[src/rtl/map_pkg.sv]
// Shared constants and types for the map-transform op sequencer.
package map_pkg;

    localparam int unsigned MAP_DIM   = 8;
    localparam int unsigned ADDR_W    = 6;
    localparam int unsigned OP_NUM    = 15;
    localparam int unsigned NUM_BEATS = MAP_DIM * MAP_DIM;
    localparam int unsigned RD_NUM    = 16;

    // Op codes as captured from the input port
    localparam logic [3:0] OP_MID     = 4'd0;
    localparam logic [3:0] OP_AVG     = 4'd1;
    localparam logic [3:0] OP_ROT_CCW = 4'd2;
    localparam logic [3:0] OP_ROT_CW  = 4'd3;
    localparam logic [3:0] OP_FLIP    = 4'd4;
    localparam logic [3:0] OP_UP      = 4'd5;
    localparam logic [3:0] OP_LEFT    = 4'd6;
    localparam logic [3:0] OP_DOWN    = 4'd7;
    localparam logic [3:0] OP_RIGHT   = 4'd8;

    // Cursor is the top-left of a 2x2 window, so it stops one short of the edge
    localparam logic [2:0] CUR_MIN = 3'd0;
    localparam logic [2:0] CUR_MAX = 3'd6;
    localparam logic [2:0] WIN_THR = 3'd4;

    typedef enum logic [2:0] {
        StIdle,
        StLoad,
        StExec,
        StOut,
        StDrain
    } state_e;

endpackage

[src/rtl/map_rd_addr_gen.sv]
// Read address for result index k (4x4 window, r=k[3:2], c=k[1:0]).
module map_rd_addr_gen
    import map_pkg::*;
(
    input  logic [2:0]        win_x,
    input  logic [2:0]        win_y,
    input  logic [3:0]        k,
    output logic [ADDR_W-1:0] rd_addr
);

    logic [1:0] r;
    logic [1:0] c;

    assign r = k[3:2];
    assign c = k[1:0];

    // Window near the far edge falls back to a stride-2 sample of the whole map
    always_comb begin
        if (win_x >= WIN_THR || win_y >= WIN_THR) begin
            rd_addr = {r, 1'b0, c, 1'b0};
        end else begin
            rd_addr = {win_x + 3'd1 + {1'b0, r}, win_y + 3'd1 + {1'b0, c}};
        end
    end

endmodule

[src/rtl/map_op_sequencer.sv]
// Load / execute / read-out sequencer for the 8x8 map-transform datapath.
// Optional macro MAP_SEQ_CLK_GATE_EN: gate the datapath clock enable on activity.
module map_op_sequencer
    import map_pkg::*;
#(
    parameter int unsigned CUR_INIT = 3,
    parameter int unsigned RD_LAT   = 1
) (
    input  logic              clk,
    input  logic              rst_n,
    input  logic              in_valid,
    input  logic [3:0]        op,
    input  logic              cg_en,
    output logic              wr_en,
    output logic [ADDR_W-1:0] wr_addr,
    output logic              exec_valid,
    output logic [2:0]        exec_op,
    output logic [2:0]        win_x,
    output logic [2:0]        win_y,
    input  logic              exec_ready,
    output logic              rd_en,
    output logic [ADDR_W-1:0] rd_addr,
    output logic              out_valid,
    output logic              busy,
    output logic              dp_clk_en
);

    localparam logic [2:0] CUR_RST    = 3'(CUR_INIT);
    localparam logic [1:0] DRAIN_LAST = 2'(RD_LAT - 1);

    state_e            state_q, state_d;
    logic [5:0]        beat_q, beat_d;
    logic [3:0]        op_idx_q, op_idx_d;
    logic [3:0]        rd_k_q, rd_k_d;
    logic [1:0]        drain_q, drain_d;
    logic [2:0]        cur_x_q, cur_x_d;
    logic [2:0]        cur_y_q, cur_y_d;
    logic [3:0]        op_buf_q [OP_NUM];
    logic [RD_LAT-1:0] out_pipe_q;
    logic [3:0]        cur_op;
    logic              op_wr;
    logic              exec_done;
    logic [ADDR_W-1:0] gen_addr;

    assign cur_op    = op_buf_q[op_idx_q];
    assign wr_addr   = beat_q;
    assign win_x     = cur_x_q;
    assign win_y     = cur_y_q;
    assign busy      = (state_q != StIdle);
    assign op_wr     = wr_en && (beat_q < 6'(OP_NUM));
    assign out_valid = out_pipe_q[RD_LAT-1];
    assign rd_addr   = rd_en ? gen_addr : '0;

    map_rd_addr_gen u_rd_addr_gen (
        .win_x   (cur_x_q),
        .win_y   (cur_y_q),
        .k       (rd_k_q),
        .rd_addr (gen_addr)
    );

    // Next-state and command outputs
    always_comb begin
        state_d    = state_q;
        beat_d     = beat_q;
        op_idx_d   = op_idx_q;
        rd_k_d     = rd_k_q;
        drain_d    = drain_q;
        cur_x_d    = cur_x_q;
        cur_y_d    = cur_y_q;
        wr_en      = 1'b0;
        exec_valid = 1'b0;
        exec_op    = 3'd0;
        exec_done  = 1'b0;
        rd_en      = 1'b0;
        unique case (state_q)
            StIdle: begin
                if (in_valid) begin
                    wr_en   = 1'b1;
                    beat_d  = beat_q + 6'd1;
                    state_d = StLoad;
                end
            end
            StLoad: begin
                if (in_valid) begin
                    wr_en = 1'b1;
                    if (beat_q == 6'(NUM_BEATS - 1)) begin
                        beat_d   = '0;
                        op_idx_d = '0;
                        cur_x_d  = CUR_RST;
                        cur_y_d  = CUR_RST;
                        state_d  = StExec;
                    end else begin
                        beat_d = beat_q + 6'd1;
                    end
                end
            end
            StExec: begin
                exec_done = 1'b1;
                case (cur_op)
                    OP_MID, OP_AVG, OP_ROT_CCW, OP_ROT_CW, OP_FLIP: begin
                        exec_valid = 1'b1;
                        exec_op    = cur_op[2:0];
                        exec_done  = exec_ready;
                    end
                    OP_UP:    if (cur_x_q != CUR_MIN) cur_x_d = cur_x_q - 3'd1;
                    OP_LEFT:  if (cur_y_q != CUR_MIN) cur_y_d = cur_y_q - 3'd1;
                    OP_DOWN:  if (cur_x_q != CUR_MAX) cur_x_d = cur_x_q + 3'd1;
                    OP_RIGHT: if (cur_y_q != CUR_MAX) cur_y_d = cur_y_q + 3'd1;
                    default: ;
                endcase
                if (exec_done) begin
                    if (op_idx_q == 4'(OP_NUM - 1)) begin
                        rd_k_d  = '0;
                        state_d = StOut;
                    end else begin
                        op_idx_d = op_idx_q + 4'd1;
                    end
                end
            end
            StOut: begin
                rd_en = 1'b1;
                if (rd_k_q == 4'(RD_NUM - 1)) begin
                    drain_d = '0;
                    state_d = StDrain;
                end else begin
                    rd_k_d = rd_k_q + 4'd1;
                end
            end
            StDrain: begin
                if (drain_q == DRAIN_LAST) begin
                    state_d = StIdle;
                    // Exit cycle behaves like IDLE so a waiting pattern loses no beat
                    if (in_valid) begin
                        wr_en   = 1'b1;
                        beat_d  = beat_q + 6'd1;
                        state_d = StLoad;
                    end
                end else begin
                    drain_d = drain_q + 2'd1;
                end
            end
            default: state_d = StIdle;
        endcase
    end

    // Control state registers
    always_ff @(posedge clk or negedge rst_n) begin
        if (!rst_n) begin
            state_q  <= StIdle;
            beat_q   <= '0;
            op_idx_q <= '0;
            rd_k_q   <= '0;
            drain_q  <= '0;
            cur_x_q  <= CUR_RST;
            cur_y_q  <= CUR_RST;
        end else begin
            state_q  <= state_d;
            beat_q   <= beat_d;
            op_idx_q <= op_idx_d;
            rd_k_q   <= rd_k_d;
            drain_q  <= drain_d;
            cur_x_q  <= cur_x_d;
            cur_y_q  <= cur_y_d;
        end
    end

    // Op buffer captures the op field of the first OP_NUM beats
    always_ff @(posedge clk or negedge rst_n) begin
        if (!rst_n) begin
            for (int i = 0; i < OP_NUM; i++) op_buf_q[i] <= '0;
        end else if (op_wr) begin
            op_buf_q[beat_q[3:0]] <= op;
        end
    end

    // out_valid tracks rd_en through the datapath read latency
    always_ff @(posedge clk or negedge rst_n) begin
        if (!rst_n) begin
            out_pipe_q <= '0;
        end else begin
            out_pipe_q[0] <= rd_en;
            for (int i = 1; i < RD_LAT; i++) out_pipe_q[i] <= out_pipe_q[i-1];
        end
    end

`ifdef MAP_SEQ_CLK_GATE_EN
    assign dp_clk_en = ~cg_en | wr_en | exec_valid | rd_en | (|out_pipe_q);
`else
    logic dp_on_q;
    logic unused_cg_en;

    assign unused_cg_en = cg_en;
    assign dp_clk_en    = dp_on_q;

    // Enable is simply held high once out of reset
    always_ff @(posedge clk or negedge rst_n) begin
        if (!rst_n) dp_on_q <= 1'b0;
        else        dp_on_q <= 1'b1;
    end
`endif

endmodule

[config.mk]
export PLATFORM = sky130hd
export DESIGN_NAME = map_op_sequencer
export DESIGN_NICKNAME = d
export VERILOG_FILES = /design/src/rtl/map_pkg.sv /design/src/rtl/map_rd_addr_gen.sv /design/src/rtl/map_op_sequencer.sv
export SDC_FILE = /design/constraint.sdc
export NUM_CORES = 1
export LEC_CHECK = 0
export BUFFER_PORTS_ARGS = -buffer_cell sky130_fd_sc_hd__buf_2
export CAP_MARGIN = 20
export CORE_AREA = 2 2 79 112
export CTS_BUF_LIST = sky130_fd_sc_hd__clkbuf_4 sky130_fd_sc_hd__clkbuf_8 sky130_fd_sc_hd__clkbuf_16
export DETAILED_ROUTE_END_ITERATION = 12
export DIE_AREA = 0 0 81 114
export PLACE_DENSITY = 0.87
export SYNTH_ARGS = -nofsm -noshare
export SYNTH_HDL_FRONTEND = slang
export SYNTH_HIERARCHICAL = 1
export SYNTH_SLANG_ARGS = --single-unit
[constraint.sdc]
create_clock -name clk -period 3.73 [get_ports clk]
set_clock_uncertainty 0.2 [all_clocks]
set_input_delay 0.746 -clock clk [delete_from_list [all_inputs] [get_ports clk]]
set_output_delay 0.746 -clock clk [all_outputs]
set_load 0.02 [all_outputs]
==> results.md <==
* Largest net degree at the start of global routing at 88
* CP required at 2.78 ns
* Crit path DAT at 2.64 ns
* Area grow syn2layout at 13.0%
* Synth Area per Inst at 11.5 um2
* Status: completed
* Syn Inst Count at 417
* Max_cap viols at 0
* Post-DRT Antenna Nets at 0
* Starting density of the core at 58.0%
* Tot Pwr at 4140 uW
* Worst r2r dst: win_x[2]
* Core Box Area at 8310 um2
* Post-CTS setup buffer count at 0
* DIE WIDTH at 81 um
* Max Clock Freq at 279 MHz
* Total number of vias at 3,418
* Worst reg2reg startpoint: op_idx_q[2]
* Worst vdd ir at 0.572 mV
* # placed instances at 548
* Ys Warns at 6
* FP Rows at 40
* Worst min path class: in2async
* Via/cell ratio at 6.05
* Area after DPL at 5100 um2
* Syn nets at 440
* Clk buf depth at 2
* Final Hold Viols at 0
* Static Leak at 0.00248 uW
* CP most frequent cell: nand2_1
* Final setup viols at 0
* EDFF count, synth at 0
* Cell Pwr Density at 761 nW/um2
* Design area at 5440 um2
* Flop-to-flop setup slack at 0.27 ns
* Worst Reg-to-Reg Cells at 9
* Fin crit period at 3.59 ns
* Post-Layout Cell Count at 565
* Crit path to: exec_op[2]
* Vias in the first global route at 3,455
* Crit Path Max Fanout at 16
* Setup total negative slack at 0 ns
* Placer Congestion at 0.819
* CTS tree: done
* Die Y at 114 um
* Wire per inst at 18.4 um
* Critical path cell sequence: mux4_1, o21a_1, a2bb2oi_4, nand2_4, nand2_1, nand2_1, a21oi_1, buf_2
* Worst-path clk slew at 0.07 ns
* Period utilization at 96.2%
* Number of I/O pins at 36
* Startpoint Class: flop
* Max-Slew Margin vs Limit at 54.5%
* Congestion Overflow GR at 0
* Slowest cell delay on critical path at 0.61 ns
* Fill cells at 624
* Post-CTS sizing at 1
* FFs w/ async S/R, synth at 100%
* Top FF cell, synth: dfrtp_1
* Seq/Total Area, Yosys at 45.3%
* Final nets at 478
* Buf+Inv Stages, Crit Path at 1
* Unique masters post-synth at 60
* Hold_buf cts at 0
* Final HPWL DP at 7.27 mm
* CTS buffer count at 9
* Critical path origin: op_idx_q[0]
* First-pass GRT wire length at 17.0 mm
* WP depth at 8
* Yosys reg bits at 87
* DRC Markers at 0
* Reg area at 2180 um2
* Number of port buffers at 34
* Post-Syn Area at 4820 um2
* Initial antenna violation count at 0
* Crit-path slowest cell: mux4_1
* GRT Total Usage at 24.5%
* Share of layout cells above drive strength 1 at 33.0%
* Initial detailed-routing violation count at 266
* Actual slew at the worst max-slew pin at 0.681 ns
* Die Area at 9230 um2
* RSZ-0062 raised after global routing: false
* Crit-path leading delay family: compound AO/OA/AOI/OAI gates
* Fin. max-slew vios at 0
* Clk_lat worst skew at 0.34 ns
* Type of the worst setup path: reg2out
* Clock Sinks at 87
* Area occupied by multi-input gates at 2470 um2
* Crit. End Element: output port
* DRT Wirelength at 10.4 mm
* Root buf cell: clkbuf_16
* Initial DRT Pass Iterations at 5
* Ant diodes at 0
* H-tree lvl count at 3
[worst reg2reg max path: cells and delay by family, from the launching register on]
| kind | cells | cell delay [ns] |
|---|---|---|
| compound gates | 5 | 1.27 |
| simple gates | 3 | 0.84 |
| flops | 1 | 0.57 |
| fa+ha+maj | 1 | 0.41 |
[layout make-up]
cell class | count | share of cell area, %
Clock inverter | 4 | 0.989
Timing Repair Buffer | 43 | 5.01
Sequential cell | 87 | 40.1
Tap cell | 105 | 2.41
Inverter | 19 | 1.31
Clock buffer | 12 | 4.67
Multi-Input combinational cell | 295 | 45.5
[cells in the mapped netlist, drive strengths merged (2+ instances only)]
| cell type | number | area, um2 |
|---|---|---|
| o211ai | 2 | 15.0 |
| a31oi | 2 | 12.5 |
| mux4 | 9 | 206 |
| a41oi | 2 | 17.5 |
| xor2 | 2 | 17.5 |
| a21o | 4 | 30.0 |
| a22oi | 3 | 22.5 |
| dfstp | 4 | 105 |
| nand4 | 8 | 50.1 |
| and4 | 2 | 17.5 |
| inv | 19 | 71.3 |
| buf | 6 | 51.3 |
| and3 | 9 | 56.3 |
| clkbuf | 10 | 37.5 |
| nor2b | 6 | 37.5 |
| nand2b | 9 | 56.3 |
| mux2i | 15 | 150 |
| nand2 | 27 | 109 |
| o21ai | 18 | 105 |
| a2bb2oi | 2 | 35.0 |
| o21a | 3 | 22.5 |
| xnor2 | 4 | 35.0 |
| fa | 4 | 80.1 |
| o31ai | 2 | 15.0 |
| nor3b | 3 | 22.5 |
| nand3 | 9 | 45.0 |
| nand3b | 4 | 30.0 |
| a2111oi | 3 | 70.1 |
| dfrtp | 83 | 2080 |
| ha | 10 | 125 |
| o22ai | 2 | 12.5 |
| mux2 | 63 | 713 |
| nor3 | 3 | 15.0 |
| or2 | 4 | 27.5 |
| a21oi | 10 | 50.1 |
| nor2 | 34 | 130 |
| or3 | 5 | 36.3 |
[report_power, final]
| group | switching (uW) | internal (uW) |
|---|---|---|
| Combinational | 794 | 779 |
| Clock | 372 | 555 |
| Sequential | 322 | 1320 |
[cells by family (layout without fill, tap and decap cells)]
family / count (synthesis) / count (layout) / share of synthesized area, %
XOR/XNOR: 6 / 6 / 1.09
multiplexers: 87 / 87 / 22.2
other: 1 / 1 / 0.0779
adder cells (fa/ha/maj): 14 / 14 / 4.26
flip-flops: 87 / 87 / 45.3
buffers and inverters: 35 / 78 / 3.33
AO/OA/AOI/OAI: 62 / 62 / 10.1
AND/OR/NAND/NOR: 125 / 125 / 13.6
[cell usage in the layout, fill, tap and decap left out, types with 3 or more instances in the layout]
cell / netlist / routed
dfrtp_1: 83 / 82
mux2_2: 62 / 62
nor2_1: 33 / 33
buf_2: 2 / 33
nand2_1: 26 / 26
inv_1: 19 / 19
mux2i_1: 15 / 15
o21ai_0: 14 / 14
a21oi_1: 10 / 10
ha_1: 10 / 10
nand2b_1: 9 / 9
and3_1: 9 / 9
nand3_1: 9 / 9
clkbuf_16: 0 / 9
mux4_2: 8 / 8
nand4_1: 8 / 8
buf_4: 1 / 8
nor2b_1: 6 / 6
a21o_1: 4 / 4
nand3b_1: 4 / 4
or3_1: 4 / 4
xnor2_1: 4 / 4
fa_1: 4 / 4
o21ai_2: 4 / 4
dfstp_2: 4 / 4
a22oi_1: 3 / 3
o21a_1: 3 / 3
or2_2: 3 / 3
nor3b_1: 3 / 3
nor3_1: 3 / 3
[layer usage]
layer | vias up | GRT usage (%) | part of all wire (%)
li1 | 1579 | - | -
met1 | 1737 | 28.0 | 38
met2 | 75 | 43.5 | 55
met3 | 27 | 4.43 | 3.1
met4 | 0 | 11.8 | 3.6
met5 | - | 0 | 0
[stage by stage]
step / setup WS [ns] / hold slack [ns] / utilization (%)
6_report: 0.141 / 0.125 / 65.5
5_1_grt: 0.00664 / 0.146 / 65.5
4_1_cts: 0.153 / 0.308 / 65.2
3_5_place_dp: 0.218 / 0.294 / 61.4
3_3_place_gp: 0.338 / 0.281 / 61.4
2_1_floorplan: 0.550 / 0.250 / -
[how the worst min path moves through the flow]
stage,startpoint,end,slack (ns),cells past startpoint
global placement,op_buf_q[49],op_buf_q[49],0.28,1
detailed placement,op_buf_q[56],op_buf_q[56],0.29,1
floorplan,rst_n,dp_clk_en,0.25,0
finish,rst_n,win_y[2],0.13,1
global route,rst_n,win_y[2],0.15,1
CTS,op_buf_q[20],op_buf_q[20],0.31,1
[sequential cells by signal, summed over array words and instances (netlist names), 2 cells and up]
register  cells
rd_k_q        4
wr_addr       6
op_idx_q      4
state_q       3
drain_q       2
win_x         3
win_y         3
op_buf_q     60
(Power assumes the default switching activity.)
